### config.mk
export PLATFORM = sky130hd
export DESIGN_NAME = iq_stream_dequant
export DESIGN_NICKNAME = d
export VERILOG_FILES = /design/src/rtl/iq_stream_dequant.sv
export SDC_FILE = /design/constraint.sdc
export NUM_CORES = 2
export LEC_CHECK = 0
export CAP_MARGIN = 20
export CORE_MARGIN = 2
export CORE_UTILIZATION = 58
export DETAILED_ROUTE_END_ITERATION = 16
export PLACE_DENSITY = 0.79
export SLEW_MARGIN = 20
export SYNTH_ARGS = -nofsm -noshare
export SYNTH_HDL_FRONTEND = slang
export SYNTH_SLANG_ARGS = --single-unit
### constraint.sdc
create_clock -name clk -period 7.7 [get_ports clk]
set_input_delay 1.54 -clock clk [delete_from_list [all_inputs] [get_ports clk]]
set_output_delay 1.54 -clock clk [all_outputs]
set_load 0.05 [all_outputs]
### src/rtl/iq_stream_dequant.sv
// Streaming inverse quantiser: per-block qp/size latch, two-stage scale/round/clip
// datapath with valid/ready flow control and a per-block nonzero coefficient count.
//
// state | meaning
// IDLE  | waiting for start; qp range checked here
// RUN   | accepting input beats until the block's last beat is taken
// FLUSH | input closed; draining the pipeline until out_last handshakes
// DONE  | one-cycle done pulse; nz_count already published
module iq_stream_dequant #(
    parameter int COEFF_WIDTH = 16,
    parameter int QP_WIDTH    = 6,
    parameter int BIT_DEPTH   = 8,
    parameter int LANES       = 4
) (
    input  logic                         clk,
    input  logic                         reset,
    input  logic                         start,
    input  logic [1:0]                   log2_size_m2,
    input  logic [QP_WIDTH-1:0]          qp,
    input  logic                         in_valid,
    output logic                         in_ready,
    input  logic [LANES*COEFF_WIDTH-1:0] in_coeff,
    output logic                         out_valid,
    input  logic                         out_ready,
    output logic [LANES*COEFF_WIDTH-1:0] out_coeff,
    output logic                         out_last,
    output logic                         busy,
    output logic                         done,
    output logic                         err,
    output logic [10:0]                  nz_count
);
    localparam int CW         = COEFF_WIDTH;
    localparam int PW         = COEFF_WIDTH + 20;
    localparam int LANES_LOG2 = $clog2(LANES);
    localparam longint MAXL   = (64'sd1 <<< (CW - 1)) - 1;
    localparam logic signed [PW-1:0] MAXV = PW'(MAXL);
    localparam logic signed [PW-1:0] MINV = ~MAXV;

    typedef enum logic [1:0] {ST_IDLE, ST_RUN, ST_FLUSH, ST_DONE} state_t;
    state_t state, state_nxt;

    logic        advance, in_hs, out_hs, qp_legal, start_ok;
    logic [6:0]  scale_new, scale_q;
    logic [3:0]  qshift_new, qshift_q;
    logic [1:0]  size_q;
    logic [4:0]  bd_shift;
    logic [10:0] beats_total, beats_left, nz_acc;
    int          qp_i;

    logic                 s1_valid, s1_last;
    logic signed [PW-1:0] s1_p   [LANES];
    logic signed [PW-1:0] p_next [LANES];
    logic signed [PW-1:0] r      [LANES];
    logic signed [PW-1:0] rnd;
    logic [LANES*CW-1:0]  c_packed;
    logic [2:0]           nz_next, out_nz;

    assign advance  = !out_valid || out_ready;
    assign in_ready = (state == ST_RUN) && advance;
    assign in_hs    = in_valid && in_ready;
    assign out_hs   = out_valid && out_ready;
    assign qp_legal = (qp <= QP_WIDTH'(51));
    assign start_ok = (state == ST_IDLE) && start && qp_legal;
    assign busy     = (state != ST_IDLE);
    assign done     = (state == ST_DONE);

    assign beats_total = (11'd16 << {log2_size_m2, 1'b0}) >> LANES_LOG2;
    assign bd_shift    = 5'(BIT_DEPTH - 3) + {3'b000, size_q};
    assign rnd         = PW'(1) << (bd_shift - 5'd1);

    always_comb begin
        qp_i       = int'(qp);
        qshift_new = 4'(qp_i / 6);
        scale_new  = 7'd40;
        case (qp_i % 6)
            1:       scale_new = 7'd45;
            2:       scale_new = 7'd51;
            3:       scale_new = 7'd57;
            4:       scale_new = 7'd64;
            5:       scale_new = 7'd72;
            default: scale_new = 7'd40;
        endcase
    end

    always_comb begin
        for (int k = 0; k < LANES; k++) begin
            p_next[k] = (PW'($signed(in_coeff[k*CW +: CW]))
                         * $signed({{(PW-11){1'b0}}, scale_q, 4'b0000})) <<< qshift_q;
        end
    end

    // Round-half-up then arithmetic (floor) shift, saturate to the coefficient range.
    always_comb begin
        c_packed = '0;
        nz_next  = '0;
        for (int k = 0; k < LANES; k++) begin
            r[k] = (s1_p[k] + rnd) >>> bd_shift;
            if (r[k] > MAXV)
                c_packed[k*CW +: CW] = MAXV[CW-1:0];
            else if (r[k] < MINV)
                c_packed[k*CW +: CW] = MINV[CW-1:0];
            else
                c_packed[k*CW +: CW] = r[k][CW-1:0];
            if (c_packed[k*CW +: CW] != '0)
                nz_next = nz_next + 3'd1;
        end
    end

    always_ff @(posedge clk or posedge reset) begin
        if (reset) begin
            s1_valid  <= 1'b0;
            s1_last   <= 1'b0;
            for (int k = 0; k < LANES; k++) s1_p[k] <= '0;
            out_valid <= 1'b0;
            out_coeff <= '0;
            out_last  <= 1'b0;
            out_nz    <= '0;
        end else if (advance) begin
            s1_valid <= in_hs;
            if (in_hs) begin
                for (int k = 0; k < LANES; k++) s1_p[k] <= p_next[k];
                s1_last <= (beats_left == '0);
            end
            out_valid <= s1_valid;
            out_last  <= s1_valid && s1_last;
            if (s1_valid) begin
                out_coeff <= c_packed;
                out_nz    <= nz_next;
            end
        end
    end

    always_ff @(posedge clk or posedge reset) begin
        if (reset) begin
            state      <= ST_IDLE;
            scale_q    <= 7'd40;
            qshift_q   <= '0;
            size_q     <= '0;
            beats_left <= '0;
            nz_acc     <= '0;
            nz_count   <= '0;
            err        <= 1'b0;
        end else begin
            state <= state_nxt;
            err   <= (state == ST_IDLE) && start && !qp_legal;
            if (start_ok) begin
                scale_q    <= scale_new;
                qshift_q   <= qshift_new;
                size_q     <= log2_size_m2;
                beats_left <= beats_total - 11'd1;
                nz_acc     <= '0;
            end else begin
                if (in_hs && beats_left != '0)
                    beats_left <= beats_left - 11'd1;
                if (out_hs)
                    nz_acc <= nz_acc + {8'b0, out_nz};
                if (state == ST_FLUSH && out_hs && out_last)
                    nz_count <= nz_acc + {8'b0, out_nz};
            end
        end
    end

    always_comb begin
        state_nxt = state;
        case (state)
            ST_IDLE:  if (start_ok) state_nxt = ST_RUN;
            ST_RUN:   if (in_hs && beats_left == '0) state_nxt = ST_FLUSH;
            ST_FLUSH: if (out_hs && out_last) state_nxt = ST_DONE;
            ST_DONE:  state_nxt = ST_IDLE;
            default:  state_nxt = ST_IDLE;
        endcase
    end
endmodule

==> results by group <==
Critical path
  – Cell family with the largest share of critical-path delay: adder cells
  – Ordered cell list for the critical path: clkdlybuf4s50_1, and2_1, fa_1, fa_1, inv_1, fa_1, inv_1, fa_1, ha_1, or2_2, a21oi_1, o31ai_1, a31o_2, a21o_1, a2111oi_0, buf_4, nor3_1, nor3_1, a211oi_1, nor3_1
  – Startpoint kind of the worst setup timing path: input pin
  – Worst path slowest cell: sky130_fd_sc_hd__nor3_1
  – Critical path's most frequent cell: sky130_fd_sc_hd__fa_1
  – Critical path fanouts, max: 8
  – Data required, critical path: 8.23 ns
  – Kind of capture point of the worst setup path: register
  – Buffers & Inverters on Critical Path: 4
  – Setup slack on the worst flop-to-flop path: 0.55 ns
  – Data arrival, critical path: 7.75 ns
  – Delay contributed by the slowest stage of the critical path: 0.77 ns
  – Critical path type: in -> reg

Flow run
  – Max-cap viol count: 0

Timing
  – Final total negative setup slack: 0 ns
  – Final worst-path setup slack: 0.4778 ns
  – Final slew viol count: 23
  – Post-route clock skew: 0.03022 ns
  – Ratio of final minimum period to clock period: between 90 and 100%
  – Maximum achievable frequency: 138.5 MHz
  – Minimum clock period after layout: just over 7 ns
  – Hold Vio Cnt, Final: 0
  – Max-slew headroom: -16.90%
  – RSZ-0062 raised after global routing: false
  – Tightest Pin Transition: 1.753 ns
  – Endpoints failing setup: 0

Global routing
  – Wire length of the first global-routing pass: between 200 and 250 mm
  – Global route total overflow: 0
  – All-Layer GR Usage: 32.46%
  – Number of global-route vias before repair: 37880
  – Initial antenna violation count: 2
  – Maximum number of pins on one net before global-route repair: 148

Placement
  – Pre-CTS setup slack: -0.03672 ns
  – Post-DP HPWL: 98.95 mm
  – Instance count after placement with tap cells included: 6294
  – RD Place Congestion: slightly above 1
  – Port bufs: 157

Logic synthesis
  – Area share of xor/xnor cells in the synthesized design: 4.028%
  – Multiplexer share of the synthesized area: 7.891%
  – Area share of the largest cell type after synthesis: about 16%
  – Synthesized flop and latch total: 248
  – Number of enable-type register cells in the synthesized netlist: 0
  – Most used flip-flop cell after synthesis: sky130_fd_sc_hd__dfrtp_1
  – Synthesized-area fraction occupied by ao, oa, aoi and oai cells: between 20 and 25%
  – Share of the yosys chip area belonging to registers: 14.36%
  – Ys async rst share: 100.0%
  – Yosys top cell by area: sky130_fd_sc_hd__fa_1
  – Mean cell area of the mapped netlist: 8.040 sq um
  – Post-synthesis instance area: roughly 0.043 sq mm
  – Cell types with the largest area share after synthesis: sky130_fd_sc_hd__fa_1 (16%), sky130_fd_sc_hd__dfrtp_1 (14%), sky130_fd_sc_hd__ha_1 (7.6%)
  – Combinational family with the most area after synthesis: adder cells
  – Unique cell type count in the Yosys netlist: 109
  – Syn Inst Count: 5378
  – Area share of fa/ha/maj cells after synthesis: 23.82%
  – Post-synthesis share of cell area spent on and, or, nand and nor gates: 20.26%
  – Yosys Warn Count: 0

Route
  – Total met2 wirelength after detailed routing: 54.49 mm
  – Routed metal-1 wire length: ~57 mm
  – Top layer in use: met4
  – Final wirelength: 126.7 mm
  – Routed length per placed instance: 19.97 um
  – Via count: between 40000 and 50000
  – DRC viols: 0
  – Metal3 WL: ~12 mm
  – Vias per inst: 6.340
  – Length of the first detailed-routing pass in iterations: 7
  – DRT iter0 DRCs: just over 4000
  – Number of routed nets with antenna violations: 0

Floorplan
  – Initial core utilization: just under 60%
  – Number of rows in the core area: 100
  – Core box area: approximately 0.074 sq mm
  – Height of the chip: 277.0 um
  – Number of I/O pins: roughly 160
  – Full die area: 0.07675 sq mm
  – Die Width: 277.0 um

Min path
  – HP Class: reg -> reg

Cells and area
  – Share of layout cells above drive strength 1: 6.662%
  – Number of nets in the final layout: 6044
  – Number of non-filler instances in the completed layout: roughly 6300
  – Util after Layout: 62.96%
  – Area Overhead vs Synth: 7.853%
  – Count of filler cells inserted in the layout: ~6400

Clock network
  – Hold buffers post-CTS: 0
  – Clock-pin slew reported for the worst setup and hold paths after clock tree synthesis: roughly 0.070 ns
  – Number of sinks handled by clock tree synthesis: 248
  – Clock tree from TritonCTS: done
  – Worst-Skew Late Latency: roughly 0.6 ns
  – Root buffer selected by CTS: sky130_fd_sc_hd__clkbuf_16
  – Number of levels in the clock H-tree: 1
  – Postcts setup bufs: 0
  – Total CTS buffers: 27
  – Maximum buffer depth of the clock tree: 3

Run status
  – Run status: finished with violations
  – Violations in the final reports: max-slew violations
==> repair_timing <==
| action | in CTS | in global routing |
|---|---|---|
| endpoints found under the setup margin | 0 | 1 |
| endpoints found under the hold margin | 0 | 0 |
| resized for setup | 0 | 1 |
==> layout by cell type, fill, tap and decap left out, types with 22 or more instances in the layout <==
cell and instances:
sky130_fd_sc_hd__inv_1 569, sky130_fd_sc_hd__nand2_1 560, sky130_fd_sc_hd__and2_1 372, sky130_fd_sc_hd__fa_1 349
sky130_fd_sc_hd__nor2_1 317, sky130_fd_sc_hd__o21ai_0 274, sky130_fd_sc_hd__ha_1 262, sky130_fd_sc_hd__a21oi_1 259
sky130_fd_sc_hd__dfrtp_1 237, sky130_fd_sc_hd__mux2i_1 180, sky130_fd_sc_hd__clkdlybuf4s50_1 157, sky130_fd_sc_hd__xnor2_1 132
sky130_fd_sc_hd__nand3_1 97, sky130_fd_sc_hd__buf_4 96, sky130_fd_sc_hd__o211ai_1 92, sky130_fd_sc_hd__nor3_1 91
sky130_fd_sc_hd__a211oi_1 81, sky130_fd_sc_hd__a31oi_1 74, sky130_fd_sc_hd__xor2_1 65, sky130_fd_sc_hd__a21o_1 64
sky130_fd_sc_hd__mux2_2 61, sky130_fd_sc_hd__and3_1 50, sky130_fd_sc_hd__mux4_2 41, sky130_fd_sc_hd__o21a_1 40
sky130_fd_sc_hd__nand4_1 40, sky130_fd_sc_hd__o31ai_1 39, sky130_fd_sc_hd__or3_1 38, sky130_fd_sc_hd__nand2b_1 37
sky130_fd_sc_hd__nor4_1 37, sky130_fd_sc_hd__conb_1 32, sky130_fd_sc_hd__nor2b_1 30, sky130_fd_sc_hd__a2111oi_0 28
sky130_fd_sc_hd__clkbuf_16 27, sky130_fd_sc_hd__or2_2 26, sky130_fd_sc_hd__o21bai_1 23, sky130_fd_sc_hd__o2111ai_1 23
sky130_fd_sc_hd__a211o_1 22, sky130_fd_sc_hd__a22o_1 22
==> area by class of cell <==
class	instances	area [sq um]	share of cell area [%]
inverter	577	2175	4.663
clock inverter	17	279.0	0.5983
sequential	248	6222	13.34
antenna	2	5.005	0.01073
clock buffer	32	714.4	1.532
timing repair buffer	255	2332	5.001
multi-input combinational	4245	33700	72.25
tap	969	1212	2.600
==> layer usage <==
layer	track usage, %	up-vias
li1	-	18700
met1	48.69	19430
met2	48.87	1894
met3	5.104	209
met4	7.943	0
met5	0	-
==> sequential cells by signal (all words and copies together) (netlist names), 2 cells and up <==
register and count:
out_coeff 64, scale_q 7, size_q 2, nz_count 11
s1_p 128, qshift_q 4, out_nz 3, beats_left 11
nz_acc 11, state 2
==> cell usage after synthesis, types with 65 or more instances <==
cell type                  instances
sky130_fd_sc_hd__xnor2_1         132
sky130_fd_sc_hd__clkbuf_1        255
sky130_fd_sc_hd__fa_1            349
sky130_fd_sc_hd__nand3_1          97
sky130_fd_sc_hd__o211ai_1         92
sky130_fd_sc_hd__a21oi_1         259
sky130_fd_sc_hd__nor2_1          317
sky130_fd_sc_hd__nor3_1           91
sky130_fd_sc_hd__mux2i_1         180
sky130_fd_sc_hd__and2_1          373
sky130_fd_sc_hd__inv_1           573
sky130_fd_sc_hd__dfrtp_1         246
sky130_fd_sc_hd__ha_1            264
sky130_fd_sc_hd__o21ai_0         274
sky130_fd_sc_hd__nand2_1         562
sky130_fd_sc_hd__xor2_1           65
sky130_fd_sc_hd__a211oi_1         81
sky130_fd_sc_hd__a31oi_1          74
==> final timing paths <==
check                                           from                   endpoint  cells past startpoint
setup reg to reg               size_q[1]$_DFFE_PP0P_      out_nz[2]$_DFFE_PP0P_                     23
max in group asynchronous                      reset    qshift_q[3]$_DFFE_PP0P_                      4
min in group asynchronous                      reset  out_coeff[47]$_DFFE_PP0P_                      2
hold reg to reg            out_coeff[37]$_DFFE_PP0P_  out_coeff[37]$_DFFE_PP0P_                      2
setup / recovery                        in_coeff[22]      s1_p[101]$_DFFE_PP0P_                     20
hold / removal             out_coeff[37]$_DFFE_PP0P_  out_coeff[37]$_DFFE_PP0P_                      2
==> worst register-to-register path: stages, from the launching register on <==
cell	delay (ns)
sky130_fd_sc_hd__dfrtp_1	0.45
sky130_fd_sc_hd__inv_1	0.20
sky130_fd_sc_hd__ha_1	0.40
sky130_fd_sc_hd__ha_1	0.25
sky130_fd_sc_hd__fa_1	0.22
sky130_fd_sc_hd__a21o_1	0.13
sky130_fd_sc_hd__a21oi_1	0.10
sky130_fd_sc_hd__o21bai_1	0.29
sky130_fd_sc_hd__a211oi_2	0.12
sky130_fd_sc_hd__buf_4	0.18
sky130_fd_sc_hd__a211oi_1	0.83
sky130_fd_sc_hd__and3_1	0.33
sky130_fd_sc_hd__xor2_1	0.13
sky130_fd_sc_hd__a221o_1	0.39
sky130_fd_sc_hd__or4b_1	0.48
sky130_fd_sc_hd__nor4_1	0.28
sky130_fd_sc_hd__a31o_2	0.43
sky130_fd_sc_hd__and3_1	0.24
sky130_fd_sc_hd__ha_1	0.25
sky130_fd_sc_hd__or4_1	0.55
sky130_fd_sc_hd__and2_1	0.20
sky130_fd_sc_hd__ha_1	0.19
sky130_fd_sc_hd__a211o_1	0.26
sky130_fd_sc_hd__a31oi_1	0.17
==> through the flow <==
step                      area, sq um  hold slack [ns]
after global routing            46630           0.5041
after detailed placement        45640           0.4705
final                           46640           0.4782
after floorplan                 43360           0.4481
after CTS                       46630           0.4841
after global placement          45640           0.4614
==> logic make-up after synthesis <==
family	count (synthesis)
fa+ha+maj	614
xor+xnor	198
other cells	1
mux	282
simple gates	1765
buf+inv	916
compound gates	1354
flops	248
Power is left out: the tool's default activity adds up to more than one toggle a clock period on the data nets, which glitch-free logic cannot reach.
